==> src/rtl/channel_accumulator_if.sv <==
// Beat/result bus between the tree-adder front end and the channel accumulator.
// The master side issues beats and consumes results; the slave side is the accumulator.
interface channel_accumulator_if #(
   parameter int unsigned WORD_WIDTH = 16,
   parameter int unsigned ACC_WIDTH  = 32,
   parameter int unsigned OUT_WIDTH  = 8
) ();
   logic                         valid;
   logic                         last;
   logic signed [ACC_WIDTH-1:0]  bias;
   logic signed [WORD_WIDTH-1:0] sum;
   logic                         in_ready;
   logic                         out_valid;
   logic signed [OUT_WIDTH-1:0]  data;
   logic                         ready;
   logic                         overflow;

   modport master (
      output valid, last, bias, sum, ready,
      input  in_ready, out_valid, data, overflow
   );

   modport slave (
      input  valid, last, bias, sum, ready,
      output in_ready, out_valid, data, overflow
   );
endinterface

==> src/rtl/channel_accumulator.sv <==
// Re-aligns beat valid/last/bias with the adder's delayed sum, accumulates channels per pixel,
// applies bias/ReLU/saturation and queues results in a credit-protected output FIFO.
module channel_accumulator #(
   parameter int unsigned WORD_WIDTH    = 16,
   parameter int unsigned ACC_WIDTH     = 32,
   parameter int unsigned OUT_WIDTH     = 8,
   parameter int unsigned ADDER_LATENCY = 4,
   parameter int unsigned FIFO_DEPTH    = 4,
   parameter bit          RELU          = 1'b1
) (
   input logic                  clk,
   input logic                  rst_n,
   channel_accumulator_if.slave bus
);
   localparam int unsigned PtrW = (FIFO_DEPTH > 1) ? $clog2(FIFO_DEPTH) : 1;
   localparam int unsigned CntW = $clog2(FIFO_DEPTH + ADDER_LATENCY + 2) + 1;
   localparam int unsigned LastStage = ADDER_LATENCY - 1;
   localparam logic signed [ACC_WIDTH-1:0] SatMax =
      {{(ACC_WIDTH-OUT_WIDTH+1){1'b0}}, {(OUT_WIDTH-1){1'b1}}};
   localparam logic signed [ACC_WIDTH-1:0] SatMin =
      {{(ACC_WIDTH-OUT_WIDTH+1){1'b1}}, {(OUT_WIDTH-1){1'b0}}};

   logic [ADDER_LATENCY-1:0]    dl_valid_q, dl_last_q;
   logic signed [ACC_WIDTH-1:0] dl_bias_q [ADDER_LATENCY];
   logic signed [ACC_WIDTH-1:0] acc_q;
   logic                        first_q, fin_q;
   logic signed [OUT_WIDTH-1:0] mem_q [FIFO_DEPTH];
   logic [PtrW-1:0]             wr_q, rd_q;
   logic [CntW-1:0]             count_q, inflight;
   logic                        overflow_q;
   logic signed [ACC_WIDTH-1:0] relu_v;
   logic signed [OUT_WIDTH-1:0] result;
   logic                        beat_valid, push, pop, full;

   function automatic logic [PtrW-1:0] ptr_inc(input logic [PtrW-1:0] p);
      return (p == PtrW'(FIFO_DEPTH - 1)) ? '0 : p + PtrW'(1);
   endfunction

   always_ff @(posedge clk or negedge rst_n) begin
      if (!rst_n) begin
         dl_valid_q <= '0;
         dl_last_q  <= '0;
         for (int i = 0; i < ADDER_LATENCY; i++) dl_bias_q[i] <= '0;
      end else begin
         dl_valid_q[0] <= bus.valid;
         dl_last_q[0]  <= bus.last;
         dl_bias_q[0]  <= bus.bias;
         for (int i = 1; i < ADDER_LATENCY; i++) begin
            dl_valid_q[i] <= dl_valid_q[i-1];
            dl_last_q[i]  <= dl_last_q[i-1];
            dl_bias_q[i]  <= dl_bias_q[i-1];
         end
      end
   end

   assign beat_valid = dl_valid_q[LastStage];

   // Accumulator wraps freely; saturation only happens once the pixel is complete.
   always_ff @(posedge clk or negedge rst_n) begin
      if (!rst_n) begin
         acc_q   <= '0;
         first_q <= 1'b1;
         fin_q   <= 1'b0;
      end else begin
         fin_q <= beat_valid & dl_last_q[LastStage];
         if (beat_valid) begin
            acc_q   <= (first_q ? dl_bias_q[LastStage] : acc_q) + ACC_WIDTH'(bus.sum);
            first_q <= dl_last_q[LastStage];
         end
      end
   end

   always_comb begin
      relu_v = acc_q;
      if (RELU && (acc_q < 0)) relu_v = '0;
      if (relu_v > SatMax)      result = SatMax[OUT_WIDTH-1:0];
      else if (relu_v < SatMin) result = SatMin[OUT_WIDTH-1:0];
      else                      result = relu_v[OUT_WIDTH-1:0];
   end

   assign push = fin_q;
   assign pop  = (count_q != '0) & bus.ready;
   assign full = (count_q == CntW'(FIFO_DEPTH));

   // A pop in the same cycle frees the head slot, so push is legal even when full.
   always_ff @(posedge clk or negedge rst_n) begin
      if (!rst_n) begin
         for (int i = 0; i < FIFO_DEPTH; i++) mem_q[i] <= '0;
         wr_q       <= '0;
         rd_q       <= '0;
         count_q    <= '0;
         overflow_q <= 1'b0;
      end else begin
         if (push && (!full || pop)) begin
            mem_q[wr_q] <= result;
            wr_q        <= ptr_inc(wr_q);
         end
         if (pop) rd_q <= ptr_inc(rd_q);
         if (push && full && !pop) overflow_q <= 1'b1;
         if ((push && !full) && !pop)     count_q <= count_q + CntW'(1);
         else if (pop && !push)           count_q <= count_q - CntW'(1);
      end
   end

   always_comb begin
      inflight = CntW'(fin_q);
      for (int i = 0; i < ADDER_LATENCY; i++) begin
         inflight = inflight + CntW'(dl_valid_q[i] & dl_last_q[i]);
      end
   end

   assign bus.in_ready  = (count_q + inflight) < CntW'(FIFO_DEPTH);
   assign bus.out_valid = (count_q != '0);
   assign bus.data      = mem_q[rd_q];
   assign bus.overflow  = overflow_q;
endmodule
==> src/flat_wrapper.sv <==
// flat-port wrapper written by rule: the top's interface ports become plain ports
module channel_accumulator_flat 
#(
   parameter int unsigned WORD_WIDTH    = 16,
   parameter int unsigned ACC_WIDTH     = 32,
   parameter int unsigned OUT_WIDTH     = 8,
   parameter int unsigned ADDER_LATENCY = 4,
   parameter int unsigned FIFO_DEPTH    = 4,
   parameter bit          RELU          = 1'b1
)
  (clk, rst_n, bus_valid, bus_last, bus_bias, bus_sum, bus_ready, bus_in_ready, bus_out_valid, bus_data, bus_overflow);
  channel_accumulator_if #(.WORD_WIDTH(WORD_WIDTH), .ACC_WIDTH(ACC_WIDTH), .OUT_WIDTH(OUT_WIDTH)) bus_i ();
  input logic clk;
  input logic rst_n;
  input wire logic [$bits(bus_i.valid)-1:0] bus_valid;
  input wire logic [$bits(bus_i.last)-1:0] bus_last;
  input wire logic [$bits(bus_i.bias)-1:0] bus_bias;
  input wire logic [$bits(bus_i.sum)-1:0] bus_sum;
  input wire logic [$bits(bus_i.ready)-1:0] bus_ready;
  output wire logic [$bits(bus_i.in_ready)-1:0] bus_in_ready;
  output wire logic [$bits(bus_i.out_valid)-1:0] bus_out_valid;
  output wire logic [$bits(bus_i.data)-1:0] bus_data;
  output wire logic [$bits(bus_i.overflow)-1:0] bus_overflow;
  assign bus_i.valid = bus_valid;
  assign bus_i.last = bus_last;
  assign bus_i.bias = bus_bias;
  assign bus_i.sum = bus_sum;
  assign bus_i.ready = bus_ready;
  assign bus_in_ready = bus_i.in_ready;
  assign bus_out_valid = bus_i.out_valid;
  assign bus_data = bus_i.data;
  assign bus_overflow = bus_i.overflow;
  channel_accumulator #(.WORD_WIDTH(WORD_WIDTH), .ACC_WIDTH(ACC_WIDTH), .OUT_WIDTH(OUT_WIDTH), .ADDER_LATENCY(ADDER_LATENCY), .FIFO_DEPTH(FIFO_DEPTH), .RELU(RELU)) u_core (.clk(clk), .rst_n(rst_n), .bus(bus_i));
endmodule
==> config.mk <==
export PLATFORM = sky130hd
export DESIGN_NAME = channel_accumulator_flat
export DESIGN_NICKNAME = d
export VERILOG_FILES = /design/src/rtl/channel_accumulator_if.sv /design/src/rtl/channel_accumulator.sv /design/src/flat_wrapper.sv
export SDC_FILE = /design/constraint.sdc
export NUM_CORES = 1
export LEC_CHECK = 0
export BUFFER_PORTS_ARGS = -buffer_cell sky130_fd_sc_hd__buf_2
export CAP_MARGIN = 10
export CORE_ASPECT_RATIO = 0.7
export CORE_MARGIN = 2
export CORE_UTILIZATION = 56
export CTS_BUF_LIST = sky130_fd_sc_hd__clkbuf_8
export CTS_CLUSTER_DIAMETER = 120
export DETAILED_ROUTE_END_ITERATION = 6
export GPL_TIMING_DRIVEN = 0
export PLACE_DENSITY = 0.78
export SETUP_SLACK_MARGIN = 0.02
export SLEW_MARGIN = 30
export SYNTH_ARGS = -nofsm -noshare
export SYNTH_HDL_FRONTEND = slang
export SYNTH_SLANG_ARGS = --single-unit
export TNS_END_PERCENT = 100
==> constraint.sdc <==
create_clock -name clk -period 4.05 [get_ports clk]
set_input_delay 0.6075 -clock clk [delete_from_list [all_inputs] [get_ports clk]]
set_output_delay 0.6075 -clock clk [all_outputs]
set_load 0.01 [all_outputs]
==> results of run 1 <==
[stage by stage]
stage	power, mW	setup TNS, ns	instances	util
after floorplan	4.45	0	692	-
after detailed placement	5.05	-4.25	957	0.610
after CTS	6.88	0	1014	0.656
after global routing	7.33	0	1014	0.658
final	6.88	0	1014	0.658
after global placement	4.91	-183.36	955	0.606
[kinds of logic (layout without fill, tap and decap cells)]
kind of cell | after synthesis | in the layout | synth area share
AOI/OAI and AO/OA | 149 | 149 | 0.107
muxes | 60 | 60 | 0.0866
adders and majority gates | 46 | 46 | 0.0688
DFF | 212 | 212 | 0.603
and+or+nand+nor | 159 | 159 | 0.0909
xor gates and xnor gates | 26 | 26 | 0.0259
buffers and inverters | 40 | 162 | 0.0181
[metal layers]
layer  vias up  part of all wire
met5         -                 0
met4         0             0.020
met2       178              0.44
li1       2660                 -
met1      2774              0.49
met3        35             0.054
[final cells by class]
type	instances	share of cell area
plain buffers	19	0.0106
multi-input cells	440	0.330
clock inverters	16	0.0124
inverters	20	0.00738
well taps	200	0.0246
repair buffers	67	0.0391
flip-flops and latches	212	0.522
clock buffers	40	0.0541
[cells in the mapped netlist (all sizes together) (11+ instances only)]
cell type  count
xnor2         15
ha            42
a21o          20
nor2          23
nand3         11
xor2          11
mux2          49
nand2         63
dfrtp        211
o21ai         64
inv           20
a21oi         27
clkbuf        13
[critical path: stages, from the launching register on]
cell and delay (ns):
sky130_fd_sc_hd__dfstp_2 0.56, sky130_fd_sc_hd__buf_6 0.17, sky130_fd_sc_hd__mux2_2 0.35, sky130_fd_sc_hd__ha_1 0.22, sky130_fd_sc_hd__fa_1 0.45, sky130_fd_sc_hd__a21o_1 0.19, sky130_fd_sc_hd__a21o_1 0.22, sky130_fd_sc_hd__a211oi_2 0.28
sky130_fd_sc_hd__o31ai_2 0.15, sky130_fd_sc_hd__nand3_1 0.13, sky130_fd_sc_hd__nor3_1 0.11, sky130_fd_sc_hd__o21a_1 0.22, sky130_fd_sc_hd__o31ai_1 0.37, sky130_fd_sc_hd__nand3_1 0.13, sky130_fd_sc_hd__a31o_2 0.26
[sequential cells by signal (all words and copies together), names as in the netlist, 2 cells and up]
name / cells
u_core.rd_q: 2
u_core.dl_last_q: 4
u_core.count_q: 5
u_core.dl_bias_q: 128
u_core.wr_q: 2
u_core.acc_q: 32
u_core.mem_q: 32
u_core.dl_valid_q: 4
[layout by cell type (no fill, tap or decap), types with 11 or more instances in the layout]
| cell type | instances |
|---|---|
| sky130_fd_sc_hd__a21o_1 | 19 |
| sky130_fd_sc_hd__inv_1 | 25 |
| sky130_fd_sc_hd__nand2_1 | 63 |
| sky130_fd_sc_hd__ha_1 | 42 |
| sky130_fd_sc_hd__mux2_2 | 49 |
| sky130_fd_sc_hd__buf_2 | 63 |
| sky130_fd_sc_hd__a21oi_1 | 26 |
| sky130_fd_sc_hd__xnor2_1 | 15 |
| sky130_fd_sc_hd__dfrtp_1 | 210 |
| sky130_fd_sc_hd__o21ai_0 | 59 |
| sky130_fd_sc_hd__nor2_1 | 23 |
| sky130_fd_sc_hd__xor2_1 | 11 |
| sky130_fd_sc_hd__clkbuf_8 | 41 |
[power groups by stage]
stage	clock network [mW]	logic, mW	registers, mW
final	1.80	2.26	2.81
after detailed placement	0	2.20	2.85
after floorplan	0	1.70	2.75
after CTS	1.85	2.22	2.81
after global placement	0	2.10	2.81
after global routing	1.95	2.52	2.86
[what timing repair did]
item                       CTS  global route
pin swaps                    0             1
setup endpoints to repair   18             6
gates cloned                 0             0
setup buffers                0             1
hold buffers                 1             0
hold endpoints to repair     3             0
gates resized for setup      9             8
[worst paths after layout]
path	startpoint	end	cells past startpoint
setup / recovery	u_core.first_q$_DFFE_PN1P_	u_core.acc_q[28]$_DFFE_PN0P_	14
hold / removal	bus_bias[22]	u_core.dl_bias_q[118]$_DFF_PN0_	1
setup reg to reg	u_core.first_q$_DFFE_PN1P_	u_core.acc_q[28]$_DFFE_PN0P_	14
hold reg to reg	u_core.dl_bias_q[115]$_DFF_PN0_	u_core.dl_bias_q[83]$_DFF_PN0_	0
max in group asynchronous	rst_n	u_core.dl_valid_q[3]$_DFF_PN0_	3
min in group asynchronous	rst_n	u_core.dl_bias_q[117]$_DFF_PN0_	2
==> results.md, run 1 <==
- The flow ran to the end, and the final reports show no timing, DRC or antenna violations.
- The Yosys step of the flow raised 0 warnings.
- Timing analysis after detailed placement gives a worst setup slack of -0.558 ns.
- Synthesis produced 692 cells.
- At the pin with the least slew margin, the transition time is 0.800 ns.
- The path class of the tightest hold or removal check is in2reg.
- At the worst endpoint, the arrival time is 4.37 ns.
- The ratio of routed vias to standard cells is 5.57.
- The layout-stage area growth over the synthesis result is 15.6%.
- Before antenna repair, the detailed router went through 5 iterations.
- The peak clock frequency supported by timing is 255 MHz.
- During placement, the flow inserted port buffers numbering 63.
- For this block, the routed nets add up to 16900 µm of wire.
- The worst setup slack after layout is 0.122 ns.
- In this run the cell area measured after placement is 9430 µm².
- The first global-routing pass estimated 27800 µm of wire.
- The top fanout value on the critical path is 10.
- The combinational power share is 0.329.
- In the global route stage, met2 resource usage came out at 0.310.
- The count of unresolved DRC violations after routing is 0.
- The number of antenna diodes is 0.
- In this run the register-to-register setup slack is 0.12 ns.
- The number of clock buffers added by TritonCTS is 31.
- Routability-driven placement finished with a final weighted congestion of 0.892.
- The fraction of registers with async set or reset after synthesis is 1.00.
- The ratio of final minimum period to clock period is 0.970.
- Entering global routing, the biggest net connects 81 pins.
- The average instance in the mapped netlist occupies 12.7 µm².
- Of the total power, the clock network draws 0.261.
- For met3 alone, demand over resource in global routing was 0.0437.
- The worst setup path is captured at a register.
- The TritonCTS clock tree is built.
- The global routing usage on met1 is 0.309.
- The later pin in the worst-skew pair is clocked with a latency of 0.55 ns.
- The number of distinct library cells after synthesis is 64.
- The final count of hold timing violations is 0.
- The number of flops mapped to enable cells by yosys is 0.
- The power density normalized to cell area is 676 nW/µm².
- The share of synthesized area occupied by flip-flops and latches is 0.603.
- In this run the static leakage power is 4.73 nW.
- Summing all non-filler instances in the final layout gives an area of 10200 µm².
- The number of nets in the finished design is 890.
- After clock tree synthesis, the clock-pin slew on the worst setup and hold paths is 0.06 ns.
- The via count of the first global-routing pass is 5720.
- Summed over all nets, the switching power comes to 2.26 mW.
- The placed wire-length estimate is 11800 µm.
- The boundary pin count is 64.
- The share of total power dissipated in sequential elements is 0.409.
- The max-slew violation count is 0.
- After filler insertion, the fill cell instance count of the layout stands at 1142.
- The buffer type at the clock tree root is sky130_fd_sc_hd__clkbuf_8.
- The max-cap violation count is 0.
- The overall track demand over capacity in global routing is 0.208.
- The largest vdd supply drop is 0.000307 V.
- The height of the die is 109 µm.
- The floorplan step set the die width to 154 µm.
- After the first detailed-routing iteration, the DRC count stood at 449.
- In this run the number of H-tree levels came out at 1.
- The starting density of the core is 0.569.
- Of the cells placed in the final design, the portion with a size suffix greater than 1 is 0.249.
- The overall overflow remaining after global route is 0.
- The most area-hungry cell type in the Yosys netlist is sky130_fd_sc_hd__dfrtp_1.
- The most used flip-flop cell after synthesis is sky130_fd_sc_hd__dfrtp_1.
- The worst setup path is of the reg2reg kind.
- Summing over every cut layer, the via total after detailed routing is 5647.
- The area share of the leading cell type in the synthesized netlist is 0.600.
- The floorplan has 38 rows.
- In the final routed layout, each cell accounts on average for 16.7 µm.
- The endpoint required time on the critical path is 4.49 ns.
- The multi-input gate area in the final layout is 3360 µm².
- For this design, the sink count on the clock tree is 212.
- The die covers 16700 µm².
- The startpoint type of the worst setup path is a register.
- The synthesized netlist net count is 791.
- The deepest clock path buffer count is 3.
- Setup repair after global routing left no endpoint under its margin.
- In this run the standard cell core region covers 15500 µm².
- Setup violations remaining at the end of the flow were counted as 0.
- The combined flip-flop and latch cell area is 5310 µm².
- The remaining antenna violation count is 0.
- Of the total power, the share spent switching nets is 0.329.
- After synthesis, the cell types taking the most area are sky130_fd_sc_hd__dfrtp_1 (60%), sky130_fd_sc_hd__mux2_2 (6.3%), sky130_fd_sc_hd__ha_1 (6.0%), sky130_fd_sc_hd__o21ai_0 (3.4%), sky130_fd_sc_hd__nand2_1 (2.7%).
- The busiest metal layer after global routing is met2.
- The internal cell power is 4.61 mW.
- The initial antenna violation count is 0.
- The register bit count reported by yosys is 212.
- The worst pin sits at a relative slew slack of 0.467.
- The mapped netlist covers 8800 µm².
- The post-route minimum period is 3.93 ns.
- The post-route clock skew is 0.00842 ns.
- The post-route worst hold slack is 0.156 ns.
Note: power is estimated with default switching activity, not from simulation.
==> run 2, diff against run 1 <==
==> constraint.sdc (replaced) <==
create_clock -name clk -period 4.05 [get_ports clk]
set_input_delay 0.81 -clock clk [delete_from_list [all_inputs] [get_ports clk]]
set_output_delay 0.81 -clock clk [all_outputs]
set_load 0.01 [all_outputs]
==> run 2 against run 1 <==
Register-to-register slack about the same. Flip-flop and latch count did not move. Sequential power is essentially flat. Critical path depth did not move. Die area stayed put. Combinational power is essentially flat. Via count grew 0.12%. Final area barely moved. First-iteration DRC count is 5.3% higher. Fmax shrank 0.11%. Clock power about the same. Hold slack improved by 0.040 ns. Critical path type unchanged. Largest power group unchanged.
==> results.md, run 2 (synthesis gave the netlist of run 1 again) <==
- The class of the worst hold path is in2async.
- The first-pass iteration count of the detailed router is 5.
- The final count of hold timing violations is 0.
- The number of nets in the finished design is 890.
- The worst setup path is launched from a register.
- At the pin with the least slew margin, the transition time is 0.789 ns.
- The total vias in the final route is 5654.
- Max-cap violations in this run came to 0.
- Across the VDD grid, the largest voltage drop is 0.000307 V.
- The number of clock buffers inserted by TritonCTS is 31.
- At the worst endpoint, the required time is 4.49 ns.
- In this run the power density over the cells is 676 nW/µm².
- Dividing the detail-routed via count by the number of cells gives 5.58.
- TritonCTS built the clock tree.
- The total number of placement rows is 38.
- The core region is 15500 µm².
- Counting along the longest clock path gives a buffer depth of 3.
- The detailed router's first-iteration violation count is 473.
- Once placement finished, the instance area stood at 9430 µm².
- CTS placed an instance of sky130_fd_sc_hd__clkbuf_8 at the clock tree root.
- The final wirelength is 16900 µm.
- The maximum number of pins on one net before global-route repair is 81.
- The H-tree depth is 1.
- Along the worst path, the maximum fanout reaches 10.
- The setup path with the least slack is of type reg2reg.
- The count of buffers added on input and output ports is 63.
- The max-slew violation count is 0.
- The run finished with clean final reports.
- After clock tree synthesis, the clock-pin slew on the worst setup and hold paths is 0.06 ns.
- More flip-flops sit in one register than any other, and that register is u_core.dl_bias_q.
- The overall track demand over capacity in global routing is 0.208.
- The boundary pin count is 64.
- Leaving out fill and tap cells, the most frequent cells in the layout are sky130_fd_sc_hd__dfrtp_1 (210), sky130_fd_sc_hd__buf_2 (63), sky130_fd_sc_hd__nand2_1 (62).
- Derived from the worst setup path, the maximum achievable clock frequency is 254 MHz.
- The via count of the first global-routing pass is 5722.
- The count of nets left with antenna violations once routing finished came out at 0.
- The initial antenna violation count is 0.
- The largest registers in the layout are u_core.dl_bias_q x128, u_core.acc_q x32, u_core.mem_q x32.
- For the worst-skew pair, the clock arrives at the later sink with an insertion delay of 0.56 ns.
- The leakage power is 4.74 nW.
- The global-route wire length before repair is 27800 µm.
- For this configuration, the core starts out at a cell density of 0.569.
- Global routing finished with a remaining overflow of 0.
- The clock net in this run drives a total of 212 sinks.
- For the final database, setup skew stands at 0.0113 ns.
- The kind of end point of the critical path is a register.
- Headroom to the max-slew limit came out at 0.474.
- The final routed wire length divided by cell count is 16.7 µm.
- In the finished design, the share of the clock period the worst path needs comes to 0.971.
- The width of the chip is 154 µm.
- Setup repair after global routing left no endpoint under its margin.
- The worst path needs 3.93 ns of the cycle, external delays included.
- The worst setup slack before clock tree synthesis is -0.558 ns.
- The die covers 16700 µm².
- The arrival time at the worst endpoint is 4.38 ns.
- Routability-driven placement finished with a final weighted congestion of 0.892.
- The final design instance area without fill is 10200 µm².
- Setup violations remaining at the end of the flow were counted as 0.
- The share of cells above drive strength 1 is 0.252.
- The worst register-to-register path has a setup slack of 0.12 ns.
- On the final layout, the worst hold slack is 0.195 ns.
- The repair_antennas step left the layout with diodes totalling 0.
- Across all setup checks in the final design, the least slack found is 0.117 ns.
- The count of unresolved DRC violations after routing is 0.
- The placed wire-length estimate is 11800 µm.
- The number of flip-flops in the largest register is 128.
- The library cell used most frequently in the layout, excluding fill and tap cells, is sky130_fd_sc_hd__dfrtp_1.
- The height of the die is 109 µm.
- From synthesis to final layout, the design area changed by 15.7%.
run 2: power by group:
group | switching, mW | leakage [nW] | internal [mW]
clock | 0.785 | 0.374 | 1.01
combinational | 1.20 | 1.85 | 1.07
sequential | 0.282 | 2.51 | 2.53
run 2: area by class of cell:
| type | count | area [µm²] |
|---|---|---|
| plain buffers | 19 | 111 |
| clock buffers | 40 | 551 |
| clock inverters | 16 | 126 |
| fillers | 1137 | 5270 |
| inverters | 20 | 75.1 |
| multi-input cells | 440 | 3360 |
| flip-flops and latches | 212 | 5310 |
| well taps | 200 | 250 |
| repair buffers | 67 | 395 |
run 2: critical path, stage by stage, from the launching register on:
cell	delay, ns
sky130_fd_sc_hd__dfstp_2	0.56
sky130_fd_sc_hd__buf_6	0.17
sky130_fd_sc_hd__mux2_2	0.35
sky130_fd_sc_hd__ha_1	0.22
sky130_fd_sc_hd__fa_1	0.45
sky130_fd_sc_hd__a21o_1	0.19
sky130_fd_sc_hd__a21o_1	0.22
sky130_fd_sc_hd__a211oi_2	0.28
sky130_fd_sc_hd__o31ai_2	0.15
sky130_fd_sc_hd__nand3_1	0.13
sky130_fd_sc_hd__nor3_1	0.12
sky130_fd_sc_hd__o21a_1	0.22
sky130_fd_sc_hd__o31ai_1	0.37
sky130_fd_sc_hd__nand3_1	0.13
sky130_fd_sc_hd__a31o_2	0.26
run 2: timing repair:
item                                    in CTS  in global routing
setup buffers                                1                  1
gates resized for setup                     10                 10
hold buffers                                 0                  0
pin swaps                                    0                  2
endpoints found under the setup margin      18                  6
run 2: final timing paths:
check / to / start / cells past startpoint
worst max-delay path: u_core.acc_q[28]$_DFFE_PN0P_ / u_core.first_q$_DFFE_PN1P_ / 14
worst min-delay path: u_core.dl_bias_q[117]$_DFF_PN0_ / rst_n / 1
worst max register to register: u_core.acc_q[28]$_DFFE_PN0P_ / u_core.first_q$_DFFE_PN1P_ / 14
worst min register to register: u_core.dl_bias_q[83]$_DFF_PN0_ / u_core.dl_bias_q[115]$_DFF_PN0_ / 0
max in group asynchronous: u_core.dl_valid_q[3]$_DFF_PN0_ / rst_n / 2
min in group clk: u_core.dl_bias_q[83]$_DFF_PN0_ / u_core.dl_bias_q[115]$_DFF_PN0_ / 0
run 2: layer usage:
layer,track usage,part of all wire,vias to the layer above
met5,0,0,-
met4,0.0688,0.019,0
met3,0.0437,0.054,32
met2,0.310,0.44,180
met1,0.310,0.49,2781
li1,-,-,2661
run 2: metrics by stage:
| stage | instances | TNS, ns | total power [mW] | utilization |
|---|---|---|---|---|
| finish | 1014 | 0 | 6.88 | 0.659 |
| global route | 1014 | 0 | 7.33 | 0.659 |
| CTS | 1014 | 0 | 6.89 | 0.656 |
| detailed placement | 957 | -4.25 | 5.05 | 0.610 |
| global placement | 955 | -226.11 | 4.91 | 0.606 |
| floorplan | 692 | 0 | 4.45 | - |
==> run 3, diff against run 2 <==
--- a/config.mk
+++ b/config.mk
@@ -7,8 +7,7 @@
 export LEC_CHECK = 0
 export BUFFER_PORTS_ARGS = -buffer_cell sky130_fd_sc_hd__buf_2
 export CAP_MARGIN = 10
-export CORE_ASPECT_RATIO = 0.7
-export CORE_MARGIN = 2
+export CORE_MARGIN = 4
 export CORE_UTILIZATION = 56
 export CTS_BUF_LIST = sky130_fd_sc_hd__clkbuf_8
 export CTS_CLUSTER_DIAMETER = 120
==> run 3 against run 2 <==
First-iteration DRC count is 1.3% lower. Count of clock-buffer cells in the layout is 2 higher. Sequential share of layout area is 0.70 points lower. Critical path type unchanged.
==> results.md, run 3 (synthesis gave the netlist of run 1 again) <==
- The via count of the first global-routing pass is 6043.
- The final wirelength is 17400 µm.
- The run finished with clean final reports.
- Fill cells in the final layout number 1129.
- Leaving out fill and tap cells, the most frequent cells in the layout are sky130_fd_sc_hd__dfrtp_1 (210), sky130_fd_sc_hd__buf_2 (64), sky130_fd_sc_hd__nand2_1 (62).
- The startpoint type of the worst setup path is a register.
- The remaining antenna violation count is 0.
- The final count of hold timing violations was 0.
- The detailed router's first-iteration violation count is 467.
- The clock arrives with 0.0266 ns of skew.
- Across all register-to-register paths, the minimum setup slack is 0.18 ns.
- The core area is 15300 µm².
- Dividing total power by cell area gives a power density of 694 nW/µm².
- The category of cells accounting for the largest share of critical-path delay is compound AO/OA/AOI/OAI gates.
- In the finished design, the share of the clock period the worst path needs comes to 0.956.
- Clock-pin slew was measured on the worst setup and hold paths at 0.07 ns.
- The cell with the largest stage delay on the worst path is sky130_fd_sc_hd__dfstp_2.
- The setup path with the least slack is of type reg2reg.
- The most numerous cell on the critical path is sky130_fd_sc_hd__nor2_1.
- The layout-stage area growth over the synthesis result is 17.2%.
- STA classifies the critical path endpoint as a register.
- TritonCTS built the clock tree.
- VDD sags by at most 0.000351 V.
- The total vias in the final route is 5735.
- The largest registers in the layout are u_core.dl_bias_q x128, u_core.acc_q x32, u_core.mem_q x32.
- Measured on the finished design, the core utilization comes to 0.674.
- The sequential cells in the finished layout cover a total of 5310 µm².
- The overall overflow remaining after global route is 0.
- The buffering stage count on the worst path with inverters included is 2.
- No sink is reached through more buffers than the 3 on the longest clock path.
- The first TritonRoute pass finished after 5 iterations.
- The first global-routing pass estimated 29300 µm of wire.
- The leakage power is 4.80 nW.
- The count of buffers added on input and output ports is 63.
- Setup repair after global routing left no endpoint under its margin.
- The number of antenna diodes in the final layout is 0.
- The final routed wire length divided by cell count is 16.8 µm.
- The initial utilization of the core area, before any placement, comes to 0.575.
- Leaving out filler cells and counting taps, the final layout contains 1033.
- The height of the die is 133 µm.
- The tool flagged a number of max-cap violations equal to 0.
- For this run, design rule violations remaining after detail routing come to 0.
- For the pin with the worst max-slew slack, the measured transition is 0.774 ns.
- In this design, the stage delay of the slowest critical-path cell is 0.54 ns.
- The placed wire-length estimate is 12000 µm.
- The die covers 17800 µm².
- Hold timing on the final database bottoms out at a slack of 0.281 ns.
- Counting I/O delays and the setup requirement, the final critical path takes 3.87 ns.
- In this run, CTS created clock tree buffers numbering 35.
- The endpoint required time on the critical path is 4.50 ns.
- For this design the top-level I/O count stands at 64.
- The worst setup slack after layout is 0.179 ns.
- Clock latency on the worst-skew pair, taken at its later pin, is 0.51 ns.
- The library cell used most frequently in the layout, excluding fill and tap cells, is sky130_fd_sc_hd__dfrtp_1.
- The number of nets in the finished design is 895.
- Of all nets on the critical path, the largest fanout is 10.
- The worst pin sits at a relative slew slack of 0.484.
- The congestion estimate from routability-driven global placement came to 0.923.
- Setup violations remaining at the end of the flow were counted as 0.
- Across every metal layer, demand over resource in global routing totals 0.202.
- The peak clock frequency supported by timing is 258 MHz.
- The width of the chip is 133 µm.
- The register with the most flip-flops in the layout has 128 of them.
- The multi-input gate area in the final layout is 3380 µm².
- The arrival time at the worst endpoint is 4.32 ns.
- The critical path goes through buf_4 > clkbuf_8 > mux2_2 > ha_1 > nand2_1 > o21ai_0 > nor2_1 > a21boi_0 > o21ai_1 > a21oi_1 > nor2_1 > or4b_1 > nand4_1.
- The initial antenna violation count is 0.
- In this run the worst hold path is classified as in2async.
- The H-tree depth is 2.
- Entering global routing, the biggest net connects 83 pins.
- The max-slew violation count is 0.
- The total placed cells including tap cells is 968.
- Of the cells placed in the final design, the portion with a size suffix greater than 1 is 0.262.
- For this design, the sink count on the clock tree is 212.
- Row generation in the floorplan step produced 45 rows.
- The worst setup slack before clock tree synthesis is -0.502 ns.
- The cell sitting at the root of the clock tree is a sky130_fd_sc_hd__clkbuf_8.
- The ratio of routed vias to standard cells is 5.55.
- The register containing the most flip-flops in the final layout is u_core.dl_bias_q.
-- run 3: changes by cell type in the layout (fill, tap and decap cells not counted), sizes merged --
cell / delta
bufinv: +2
inv: +3
buf: +2
clkbuf: +1
-- run 3: metal layers --
metal  track usage  wire length, µm  share of wire
met2         0.320             8410           0.48
met3        0.0423              884          0.051
met5             0                0              0
met1         0.277             7680           0.44
met4        0.0783              383          0.022
-- run 3: where the power goes --
group / internal [mW] / switching (mW)
logic: 1.08 / 1.23
registers: 2.53 / 0.282
clock network: 1.21 / 0.817
total: 4.82 / 2.33
-- run 3: what timing repair did --
action / in CTS / in global routing
hold buffers: 0 / 0
pin swaps: 0 / 3
resized for setup: 12 / 12
setup endpoints to repair: 14 / 7
buffers inserted: 1 / 2
cloned: 0 / 0
-- run 3: final timing paths --
check	start	to	cells past startpoint
max in group asynchronous	rst_n	u_core.first_q$_DFFE_PN1P_	2
min in group clk	u_core.dl_bias_q[49]$_DFF_PN0_	u_core.dl_bias_q[17]$_DFF_PN0_	0
hold reg to reg	u_core.dl_bias_q[49]$_DFF_PN0_	u_core.dl_bias_q[17]$_DFF_PN0_	0
hold / removal	rst_n	u_core.dl_bias_q[44]$_DFF_PN0_	1
setup / recovery	u_core.first_q$_DFFE_PN1P_	u_core.acc_q[19]$_DFFE_PN0P_	13
setup reg to reg	u_core.first_q$_DFFE_PN1P_	u_core.acc_q[19]$_DFFE_PN0P_	13
-- run 3: stage by stage --
| step | area (µm²) | TNS (ns) | total power, mW |
|---|---|---|---|
| final | 10300 | 0 | 7.16 |
| after floorplan | 8800 | 0 | 4.45 |
| after detailed placement | 9440 | -3.19 | 5.07 |
| after global placement | 9380 | -215.96 | 4.90 |
| after CTS | 10300 | 0 | 7.15 |
| after global routing | 10300 | 0 | 7.61 |
-- run 3: layout make-up --
cell class	instances	share of cell area
repair buffers	68	0.0390
multi-input cells	440	0.328
inverters	20	0.00728
plain buffers	19	0.0104
clock buffers	42	0.0560
clock inverters	21	0.0196
well taps	211	0.0256
flip-flops and latches	212	0.514
-- run 3: worst register-to-register path, delay by kind of cell (launching register included) --
kind / cells / cell delay [ns]
and+or+nand+nor: 5 / 0.97
DFF: 1 / 0.54
muxes: 1 / 0.34
buffers and inverters: 2 / 0.40
AOI/OAI and AO/OA: 4 / 1.15
adders and majority gates: 1 / 0.39
